==> src/rtl/vc_arb_pkg.sv <==
// Shared helpers and state types for the round-robin lock arbiter.
// The helpers work on vectors up to MAX_REQS wide; callers size-cast in and out.
package vc_arb_pkg;

    localparam int unsigned MAX_REQS     = 32;
    localparam int unsigned MAX_IDX_BITS = 5;

    // Lock and domain flags that sit beside the priority pointer.
    typedef struct packed {
        logic lock;
        logic domain;
    } arb_state_t;

    function automatic logic [MAX_IDX_BITS-1:0] onehot_to_idx(input logic [MAX_REQS-1:0] vec);
        logic [MAX_IDX_BITS-1:0] idx;
        idx = '0;
        for (int unsigned i = 0; i < MAX_REQS; i++) begin
            if (vec[MAX_IDX_BITS'(i)]) idx |= MAX_IDX_BITS'(i);
        end
        return idx;
    endfunction

    // Rotate the low n bits left by one; bit n-1 wraps to bit 0.
    function automatic logic [MAX_REQS-1:0] rotl1(input logic [MAX_REQS-1:0] vec,
                                                  input int unsigned      n);
        logic [MAX_REQS-1:0] r;
        r = '0;
        for (int unsigned i = 0; i < MAX_REQS; i++) begin
            if (i < n) r[MAX_IDX_BITS'((i + 1) % n)] = vec[MAX_IDX_BITS'(i)];
        end
        return r;
    endfunction

endpackage

==> src/rtl/vc_VariableArbChain.sv <==
// Combinational variable-priority kill-chain arbiter.
// The chain is unrolled twice so the search wraps from the last requester back to 0.
module vc_VariableArbChain #(
    parameter int unsigned p_num_reqs = 4
)(
    input  logic                  kin,
    input  logic [p_num_reqs-1:0] prio,
    input  logic [p_num_reqs-1:0] reqs,
    output logic [p_num_reqs-1:0] grants
);

    logic [2*p_num_reqs-1:0] carry;
    logic [2*p_num_reqs-1:0] pass_grants;

    // Everything before the first priority bit is killed; the chain restarts at the priority bit.
    assign carry[0] = 1'b1;

    for (genvar i = 0; i < 2*p_num_reqs; i++) begin : g_chain
        localparam int unsigned K = i % p_num_reqs;
        logic kill;
        assign kill           = prio[K] ? kin : carry[i];
        assign pass_grants[i] = reqs[K] & ~kill;
        if (i < 2*p_num_reqs-1) begin : g_carry
            assign carry[i+1] = kill | reqs[K];
        end
    end

    for (genvar k = 0; k < p_num_reqs; k++) begin : g_merge
        assign grants[k] = pass_grants[k] | pass_grants[k+p_num_reqs];
    end

endmodule

==> src/rtl/vc_rr_lock_arb.sv <==
// Round-robin arbiter with packet grant lock and security-domain flush.
// Supports up to 32 requesters (width of the package helpers).
module vc_rr_lock_arb
    import vc_arb_pkg::*;
#(
    parameter int unsigned           p_num_reqs   = 4,
    parameter int unsigned           p_idx_bits   = (p_num_reqs > 1) ? $clog2(p_num_reqs) : 1,
    parameter logic [p_num_reqs-1:0] p_reset_prio = p_num_reqs'(1)
)(
    input  logic                  clk,
    input  logic                  reset,
    input  logic                  domain,
    input  logic                  en,
    input  logic                  kin,
    input  logic [p_num_reqs-1:0] reqs,
    input  logic                  hold,
    output logic [p_num_reqs-1:0] grants,
    output logic [p_idx_bits-1:0] grant_idx,
    output logic                  grant_val,
    output logic                  kout,
    output logic                  locked
);

    arb_state_t            state;
    logic [p_num_reqs-1:0] prio_reg;
    logic [p_idx_bits-1:0] lock_idx;

    logic                  dsw;
    logic                  eff_lock;
    logic                  lock_hit;
    logic [p_num_reqs-1:0] eff_prio;
    logic [p_num_reqs-1:0] chain_grants;
    logic [p_num_reqs-1:0] lock_onehot;

    // A domain switch hides all state built up in the previous domain in the same cycle.
    assign dsw = domain != state.domain;

    always_comb begin
        eff_prio = prio_reg;
        eff_lock = state.lock;
        if (dsw) begin
            eff_prio = p_reset_prio;
            eff_lock = 1'b0;
        end
    end

    vc_VariableArbChain #(
        .p_num_reqs (p_num_reqs)
    ) u_chain (
        .kin    (1'b0),
        .prio   (eff_prio),
        .reqs   (reqs),
        .grants (chain_grants)
    );

    assign lock_onehot = p_num_reqs'(1) << lock_idx;
    assign lock_hit    = eff_lock & reqs[lock_idx];

    always_comb begin
        grants = '0;
        if (!kin) grants = lock_hit ? lock_onehot : chain_grants;
    end

    assign grant_idx = p_idx_bits'(onehot_to_idx(MAX_REQS'(grants)));
    assign grant_val = |grants;
    assign kout      = kin | grant_val;
    assign locked    = state.lock;

    always_ff @(posedge clk or negedge reset) begin
        if (!reset) begin
            prio_reg <= p_reset_prio;
            lock_idx <= '0;
            state    <= '0;
        end else if (en) begin
            if (dsw) begin
                state.domain <= domain;
                state.lock   <= 1'b0;
                prio_reg     <= p_reset_prio;
            end else if (grant_val) begin
                prio_reg   <= p_num_reqs'(rotl1(MAX_REQS'(grants), p_num_reqs));
                state.lock <= hold;
                lock_idx   <= grant_idx;
            end else begin
                // Killed or idle cycle: the lock survives only while its owner keeps requesting.
                state.lock <= state.lock & reqs[lock_idx];
            end
        end
    end

endmodule

==> config.mk <==
export PLATFORM = sky130hd
export DESIGN_NAME = vc_rr_lock_arb
export DESIGN_NICKNAME = d
export VERILOG_FILES = /design/src/rtl/vc_arb_pkg.sv /design/src/rtl/vc_VariableArbChain.sv /design/src/rtl/vc_rr_lock_arb.sv
export SDC_FILE = /design/constraint.sdc
export NUM_CORES = 1
export LEC_CHECK = 0
export CORE_MARGIN = 2
export CORE_UTILIZATION = 42
export CTS_CLUSTER_SIZE = 8
export DETAILED_ROUTE_END_ITERATION = 12
export HOLD_SLACK_MARGIN = 0.12
export PLACE_DENSITY_LB_ADDON = 0.3
export SYNTH_ARGS = -nofsm -noshare
export SYNTH_HDL_FRONTEND = slang
export SYNTH_SLANG_ARGS = --single-unit
==> constraint.sdc <==
create_clock -name clk -period 2.4 [get_ports clk]
set_input_delay 0.48 -clock clk [delete_from_list [all_inputs] [get_ports clk]]
set_output_delay 0.48 -clock clk [all_outputs]
set_load 0.01 [all_outputs]
# Word-level counts from Yosys, hierarchy flattened
# Index checks and enable logic that the tools add are counted.
# Widths: inputs -> output; s select.
# classes
mux	21
shift	1
magnitude_cmp	1
bitwise	30
n_reduce_logical	5
eq_ne	1
# ops
operator	n
$mux 4	5
$mux 1	13
$or 1x1->1	12
$and 1x1->1	10
$not 1->1	8
$mux 2	2
$reduce_and 2->1	2
$reduce_or 4->1	1
$shl 1x2->4 const A	1
$lt 2x3->1 const B	1
$reduce_and 3->1	1
$bmux 1 s2	1
$reduce_bool 2->1	1
$ne 1x1->1	1
# word_totals
regBits	8

# Logic depth before layout (Yosys ltp)
# Gate-level depths: netlist (run 1).
# depth
depth_word	25
depth_mapped	8
depth_no_buf	7

# Modules after synthesis
# From an unflattened synthesis (run 1), not the netlist that was laid out.
# unflattened
hier_cells	82
area_unflattened_um2	740.7
# by_module_without_submodules
module	cells_per_inst	seq_area_each_um2	area_per_inst_um2	n_inst
vc_rr_lock_arb	61	201.4	605.6	1
vc_VariableArbChain	21	0.0	135.1	1

# Worst setup path after synthesis (run 1)
# Ideal clock, no wire load.
# synth_timing
path_type	input to output
from	input port reqs[3]
to	output port kout
t_required_ns	1.920
arrival_time_ns	2.082
path_stages	7
n_path_buf	1
slack_ns	-0.162
cell_sequence	mux4_2 > and3_4 > buf_6 > mux2i_1 > a311o_2 > nand3_1 > or2_1
# synth_via
elab_chain_cells	15
word_cells_on_any_way	28
cone_classes	8 x mux; 19 x bitwise; 1 x reduce/logical
# synth_rtl
element	line_no	source
from (decl)	vc_rr_lock_arb.sv:15	input logic [p_num_reqs-1:0] reqs,
$or 1x1->1	vc_VariableArbChain.sv:24	assign carry[i+1] = kill | reqs[K];
$mux 1	vc_VariableArbChain.sv:21	assign kill = prio[K] ? kin : carry[i];
$or 1x1->1	vc_VariableArbChain.sv:24	
$mux 1	vc_VariableArbChain.sv:21	
$or 1x1->1	vc_VariableArbChain.sv:24	
$mux 1	vc_VariableArbChain.sv:21	
$or 1x1->1	vc_VariableArbChain.sv:24	
$mux 1	vc_VariableArbChain.sv:21	
$not 1->1	vc_VariableArbChain.sv:22	assign pass_grants[i] = reqs[K] & ~kill;
$and 1x1->1	vc_VariableArbChain.sv:22	
$or 1x1->1	vc_VariableArbChain.sv:29	assign grants[k] = pass_grants[k] | pass_grants[k+p_num_reqs];
$mux 4 (*) (2 in a row)	vc_rr_lock_arb.sv:61	if (!kin) grants = lock_hit ? lock_onehot : chain_grants;
$reduce_or 4->1 (*)	vc_rr_lock_arb.sv:65	assign grant_val = |grants;
net grant_val	vc_rr_lock_arb.sv:19	output logic grant_val,
$or 1x1->1 (*)	vc_rr_lock_arb.sv:66	assign kout = kin | grant_val;
to (decl)	vc_rr_lock_arb.sv:20	output logic kout,
# Mark *: on every way through the listed nets, which the timed path passes. The rest lies on a longest branch. The select of a mux whose other input is x is not followed.

# Worst setup path in the final report (run 1)
# layout_timing
from	register state[0] (netlist name)
to	output port kout
# layout_via
elab_chain_cells	24
word_cells_on_any_way	42
cone_classes	1 x eq/ne; 12 x mux; 28 x bitwise; 1 x reduce/logical
# layout_rtl
element	line_no	source
from (decl)	vc_rr_lock_arb.sv:24	arb_state_t state;
$ne 1x1->1 (*)	vc_rr_lock_arb.sv:36	assign dsw = domain != state.domain;
$mux 4	vc_rr_lock_arb.sv:41	if (dsw) begin
$mux 1	vc_VariableArbChain.sv:21	
$or 1x1->1	vc_VariableArbChain.sv:24	
$mux 1	vc_VariableArbChain.sv:21	
$or 1x1->1	vc_VariableArbChain.sv:24	
$mux 1	vc_VariableArbChain.sv:21	
$or 1x1->1	vc_VariableArbChain.sv:24	
(+7 left out)	--	
$or 1x1->1	vc_VariableArbChain.sv:24	
$mux 1	vc_VariableArbChain.sv:21	
$not 1->1	vc_VariableArbChain.sv:22	
$and 1x1->1	vc_VariableArbChain.sv:22	
$or 1x1->1	vc_VariableArbChain.sv:29	
$mux 4 (*) (2 in a row)	vc_rr_lock_arb.sv:61	
$reduce_or 4->1 (*)	vc_rr_lock_arb.sv:65	
$or 1x1->1 (*)	vc_rr_lock_arb.sv:66	
# Mark *: on every way between the ends. The rest lies on a longest branch, timed or not.

==> flow_summary.ini, run 1 <==
[outcome]
status = complete, but fails checks
violations = setup timing

[grt]
grt_start_max_net_pins = 9
grt_use_total_pct = 30.1
grt_pass1_wl_mm = 4.44
grt_pass1_vias = 971
overflow = 0
grt_antenna_before_repair = 0

[timing]
fin_ws_ps = -388
slew_headroom_pct = 73.3
rsz0062_at_grt = yes
worst_pin_slew_ps = 399
finalClockSkew_ps = 11.4
fin_crit_ps = 2790
fin_crit_sh_pct = 116
hold_viol = 0
setup_viol = 12
drv_slew = 0
whs_ps = 497
max_freq_mhz = 359

[yosys]
synth_nets = 93
synth_area_um2 = 726
synth_common_cells = nand2_1 (10), dfrtp_1 (7), inv_1 (7), o21ai_0 (6)
ys_seq_area_share_pct = 27.8
synth-edff-count = 0
synth_area_leaders = dfrtp_1 (24%), nand2_1 (5.2%), mux2i_1 (4.1%), o21ai_0 (4.1%), o41ai_4 (3.8%)
post_synth.cell_area_avg_um2 = 8.74
synth-main-ff-cell = dfrtp_1
syn_inst = 83
synth_top_area_share_pct = 24.1
async_reset_ff_share_pct = 100
synthDistinctLibCells = 41
yosysMostFrequentCell = nand2_1
synth.largest_area_cell = dfrtp_1
yosys_warnings = 0
synth-seq-cells = 8

[place]
port_buffers = 18
dp_slack_ps = -1130
place_hpwl_mm = 1.86
placed_area_um2 = 1170
place.gp.congestion = 0.894

[finish]
largest_reg_flops = 4
seq_area_um2 = 203
multi_input_area_um2 = 609
antenna_cells = 0
drive_above_1_share_pct = 59.2
syn2layout_area_growth_pct = 101
nets = 163
nFillCells = 84
stdcell_area_um2 = 1460

[setup_path]
r2r-start = state[0]
end_kind = primary output
crit_fanout = 8
timing.rr.end = lock_idx[0]
rrSetupSlack_ps = -130
crit_type = flip-flop to primary output
r2r.worst_path.cells = 8
critical_path_arrival_ps = 2310
critical_path_required_ps = 1920
crit_path_start_kind = flip-flop

[route]
drtIter0Drc = 35
drc = 0
drt-vias-per-instance = 6.09
vias = 1029
ant_nets = 0
firstDrtPassIters = 4
wl_per_cell_um = 18.8
wl_mm = 3.18

[clock_network]
cts_buffer_depth = 2
root_buffer = clkbuf_4
clk_pin_slew_worst_paths_ps = 60
cts_tree = done
htreeDepth = 1
clock_latency_ps = 260
cts_hold_buf = 0
cts_buffers = 3
clkSinkCount = 8

[power_and_ir_drop]
ir_worst_vdd_mv = 0.619
p_leak_nw = 0.659
power_density_nw_per_um2 = 812
finalPower_mw = 1.18

[die]
die_area_um2 = 2080
die_h_um = 45.6
dieWidth_um = 45.6
num_rows = 15
core-area_um2 = 1670
start_util_pct = 43.4
pin_count = 19

[hold_path]
hp-class = input port to async pin

[job]
cap_violations = 0
layout by cell type, fill, tap and decap left out, types with 3 or more instances in the layout:
cell type,instances
buf_4,38
buf_6,14
nand2_1,8
inv_1,6
buf_2,6
dfrtp_1,6
clkdlybuf4s50_1,5
nand2b_1,4
or3_1,3
nor2_1,3
clkbuf_4,3
clkdlybuf4s15_1,3
kinds of logic after synthesis:
kind of cell | after synthesis | share of synthesized area [%]
simple gates | 30 | 21.2
compound gates | 28 | 32.6
buf+inv | 10 | 6.21
flops | 8 | 27.8
mux | 5 | 8.79
xor+xnor | 2 | 3.45
worst max-delay path by stage:
stage,depth (start not counted),slack (ps),start,endpoint
after floorplan,7,-30,reqs[3],kout
after global routing,8,-450,state[0],grants[1]
after global placement,8,-1080,domain,kout
after CTS,7,-330,lock_idx[0],kout
final,8,-390,state[0],kout
after detailed placement,8,-1130,domain,kout
metrics by stage:
| stage | cells | setup TNS [ps] | util [%] |
|---|---|---|---|
| finish | 169 | -2650 | 87.3 |
| global placement | 148 | -10850 | 69.9 |
| detailed placement | 148 | -11040 | 69.9 |
| global route | 169 | -3560 | 87.3 |
| floorplan | 83 | -29.3 | - |
| CTS | 162 | -1700 | 82.2 |
routing by layer:
| layer | vias to the layer above | global-route usage, % | part of all wire (%) | wire, um |
|---|---|---|---|---|
| met2 | 47 | 51.5 | 50 | 1610 |
| met5 | - | 0 | 0 | 0 |
| met3 | 14 | 5.16 | 5.1 | 161 |
| li1 | 457 | - | - | - |
| met4 | 0 | 14.1 | 3.4 | 109 |
| met1 | 511 | 36.2 | 41 | 1310 |
where the power goes:
part / leakage, nW / internal, mW / switching (mW)
sequential: 0.0985 / 0.184 / 0.0490
clock: 0.0150 / 0.0638 / 0.0490
combinational: 0.545 / 0.449 / 0.390
worst max-delay path, stage by stage (launching register included):
cell,delay (ps)
dfrtp_2,440
xnor2_4,340
nand2_2,140
buf_6,150
o31a_1,280
a311o_1,390
nand3_4,90
or2_4,120
buf_6,90
area by class of cell:
type | count | share of cell area (%)
multi-input cells | 65 | 41.8
inverters | 8 | 2.40
clock buffers | 4 | 1.80
repair buffers | 67 | 38.7
flip-flops and latches | 8 | 13.9
well taps | 17 | 1.46
what timing repair did:
| item | CTS | global route |
|---|---|---|
| pin swaps | 15 | 12 |
| endpoints found under the setup margin | 15 | 12 |
| resized for setup | 77 | 10 |
| buffers inserted | 12 | 8 |
No activity file was read; power rests on OpenSTA's default activity.
==> inputs of run 2 (changes only) <==
--- a/config.mk
+++ b/config.mk
@@ -14,3 +14,4 @@
 export SYNTH_ARGS = -nofsm -noshare
 export SYNTH_HDL_FRONTEND = slang
 export SYNTH_SLANG_ARGS = --single-unit
+export TNS_END_PERCENT = 10
==> run 2 against run 1 <==
The flow still finishes with violations (setup timing). Largest cell class unchanged. Largest power group unchanged. Flip-flop and latch count unchanged. Global-route usage fell by 1.6 points. Clock power about the same. Non-clock buffer count fell by 10.
==> flow_summary.ini, run 2 (same netlist as run 1, synthesis figures left out) <==
[grt]
grt_pass1_vias = 925
grt_use_met2_pct = 49.3
grt_use_total_pct = 28.6
use_met3_pct = 5.16
grt_pass1_wl_mm = 4.22
top_usage_layer = met2
overflow = 0
grt_antenna_before_repair = 0
grt_start_max_net_pins = 9
grt_use_met1_pct = 34.2

[power_and_ir_drop]
comb_power_share_pct = 68.2
p_sw_share_pct = 40.8
p_leak_nw = 0.604
seq_power_share_pct = 21.5
ir_worst_vdd_mv = 0.557
power_density_nw_per_um2 = 802
internal_power_uw = 634
p_clk_share_pct = 10.3
switchingPower_uw = 437

[die]
dieWidth_um = 45.6
pin_count = 19
core-area_um2 = 1670
num_rows = 15
die_h_um = 45.6
die_area_um2 = 2080
start_util_pct = 43.4

[timing]
hold_viol = 0
drv_slew = 0
fin_ws_ps = -374
fin_crit_ps = 2770
worst_pin_slew_ps = 374
setup_viol = 10
whs_ps = 498
rsz0062_at_grt = yes
fin_crit_sh_pct = 116
setup_tns_ps = -2570
slew_headroom_pct = 75.0
finalClockSkew_ps = 13.0
max_freq_mhz = 361

[finish]
largest_reg_flops = 4
final_cell_mix = buf_4 (35), nand2_1 (8)
nets = 153
antenna_cells = 0
syn2layout_area_growth_pct = 84.0
stdcell_area_um2 = 1340
nFillCells = 100
layout_commonest_cell = buf_4
drive_above_1_share_pct = 54.2

[clock_network]
clkSinkCount = 8
cts_tree = done
clock_latency_ps = 260
root_buffer = clkbuf_4
htreeDepth = 1
cts_buffers = 3
cts_buffer_depth = 2
cts_hold_buf = 0
clk_pin_slew_worst_paths_ps = 60

[route]
vias = 939
drt-vias-per-instance = 5.91
drc = 0
ant_nets = 0
drtIter0Drc = 22
firstDrtPassIters = 4
wl_per_cell_um = 17.1
wl_mm = 2.72

[setup_path]
critical-path-max-stage-delay_ps = 440
critical_path_required_ps = 1920
end_kind = primary output
crit_chain = xnor2_4, mux2i_2, o311ai_2, o31a_2, buf_4, nand3_4, or2_4, buf_6
crit_buf_inv = 2
crit_fanout = 8
crit_type = flip-flop to primary output
cp.depth = 8
cp_top_family = flip-flops
r2r.worst_path.cells = 11
crit_path_start_kind = flip-flop
crit_slowest_cell = dfrtp_2
critical_path_arrival_ps = 2290

[job]
cap_violations = 0

[place]
dp_slack_ps = -1130
placed_area_um2 = 1170
place_hpwl_mm = 1.86
port_buffers = 18
place.gp.congestion = 0.894

[hold_path]
hp-class = input port to async pin

[outcome]
violations = setup timing
status = complete, but fails checks
==> run 2: final cells by class <==
class                           instances  area (um^2)  area share [%]
Multi-Input combinational cell         65          593            44.4
Clock buffer                            4         26.3            1.97
Sequential cell                         8          203            15.2
Timing Repair Buffer                   57          459            34.4
Inverter                                8         32.5            2.44
Tap cell                               17         21.3            1.59
==> run 2: final timing paths <==
check | startpoint | endpoint | slack [ps]
setup / recovery | state[0] | kout | -370
hold / removal | reset | locked | 500
setup reg to reg | state[0] | prio_reg[3] | -70
hold reg to reg | prio_reg[1] | prio_reg[1] | 600
max in group asynchronous | reset | prio_reg[0] | 1580
min in group clk | prio_reg[1] | prio_reg[1] | 600
==> run 2: metrics by stage <==
step	total power, mW	instances	util (%)
final	1.07	159	79.9
after global routing	1.13	159	79.9
after CTS	1.02	157	77.5
after detailed placement	0.849	148	69.9
after global placement	0.839	148	69.9
after floorplan	0.518	83	-
==> run 2: power by group through the flow <==
stage	combinational, mW	sequential, mW	clock, mW
final	0.730	0.231	0.110
after global routing	0.769	0.235	0.125
after CTS	0.678	0.226	0.113
after detailed placement	0.627	0.222	0
after global placement	0.617	0.222	0
after floorplan	0.286	0.232	0
==> run 2: worst reg2reg max path, cell delays in order (launching register included) <==
cell	delay (ps)
dfrtp_2	440
buf_4	170
xor2_4	230
nor2_1	80
o311ai_2	310
o31a_2	200
buf_6	100
buf_6	90
inv_4	30
buf_4	130
o41ai_4	390
a22o_1	220
==> run 2: repair_timing <==
item                                    in CTS  in global routing
gates resized for setup                     64                  7
endpoints found under the setup margin      15                 11
gates cloned                                 0                  0
buffers inserted                             5                  2
pin swaps                                   12                  9
==> run 2: per-layer routing <==
layer	vias up	share of wire, %
li1	434	-
met1	457	40
met2	39	52
met3	9	4.9
met4	0	2.7
met5	-	0
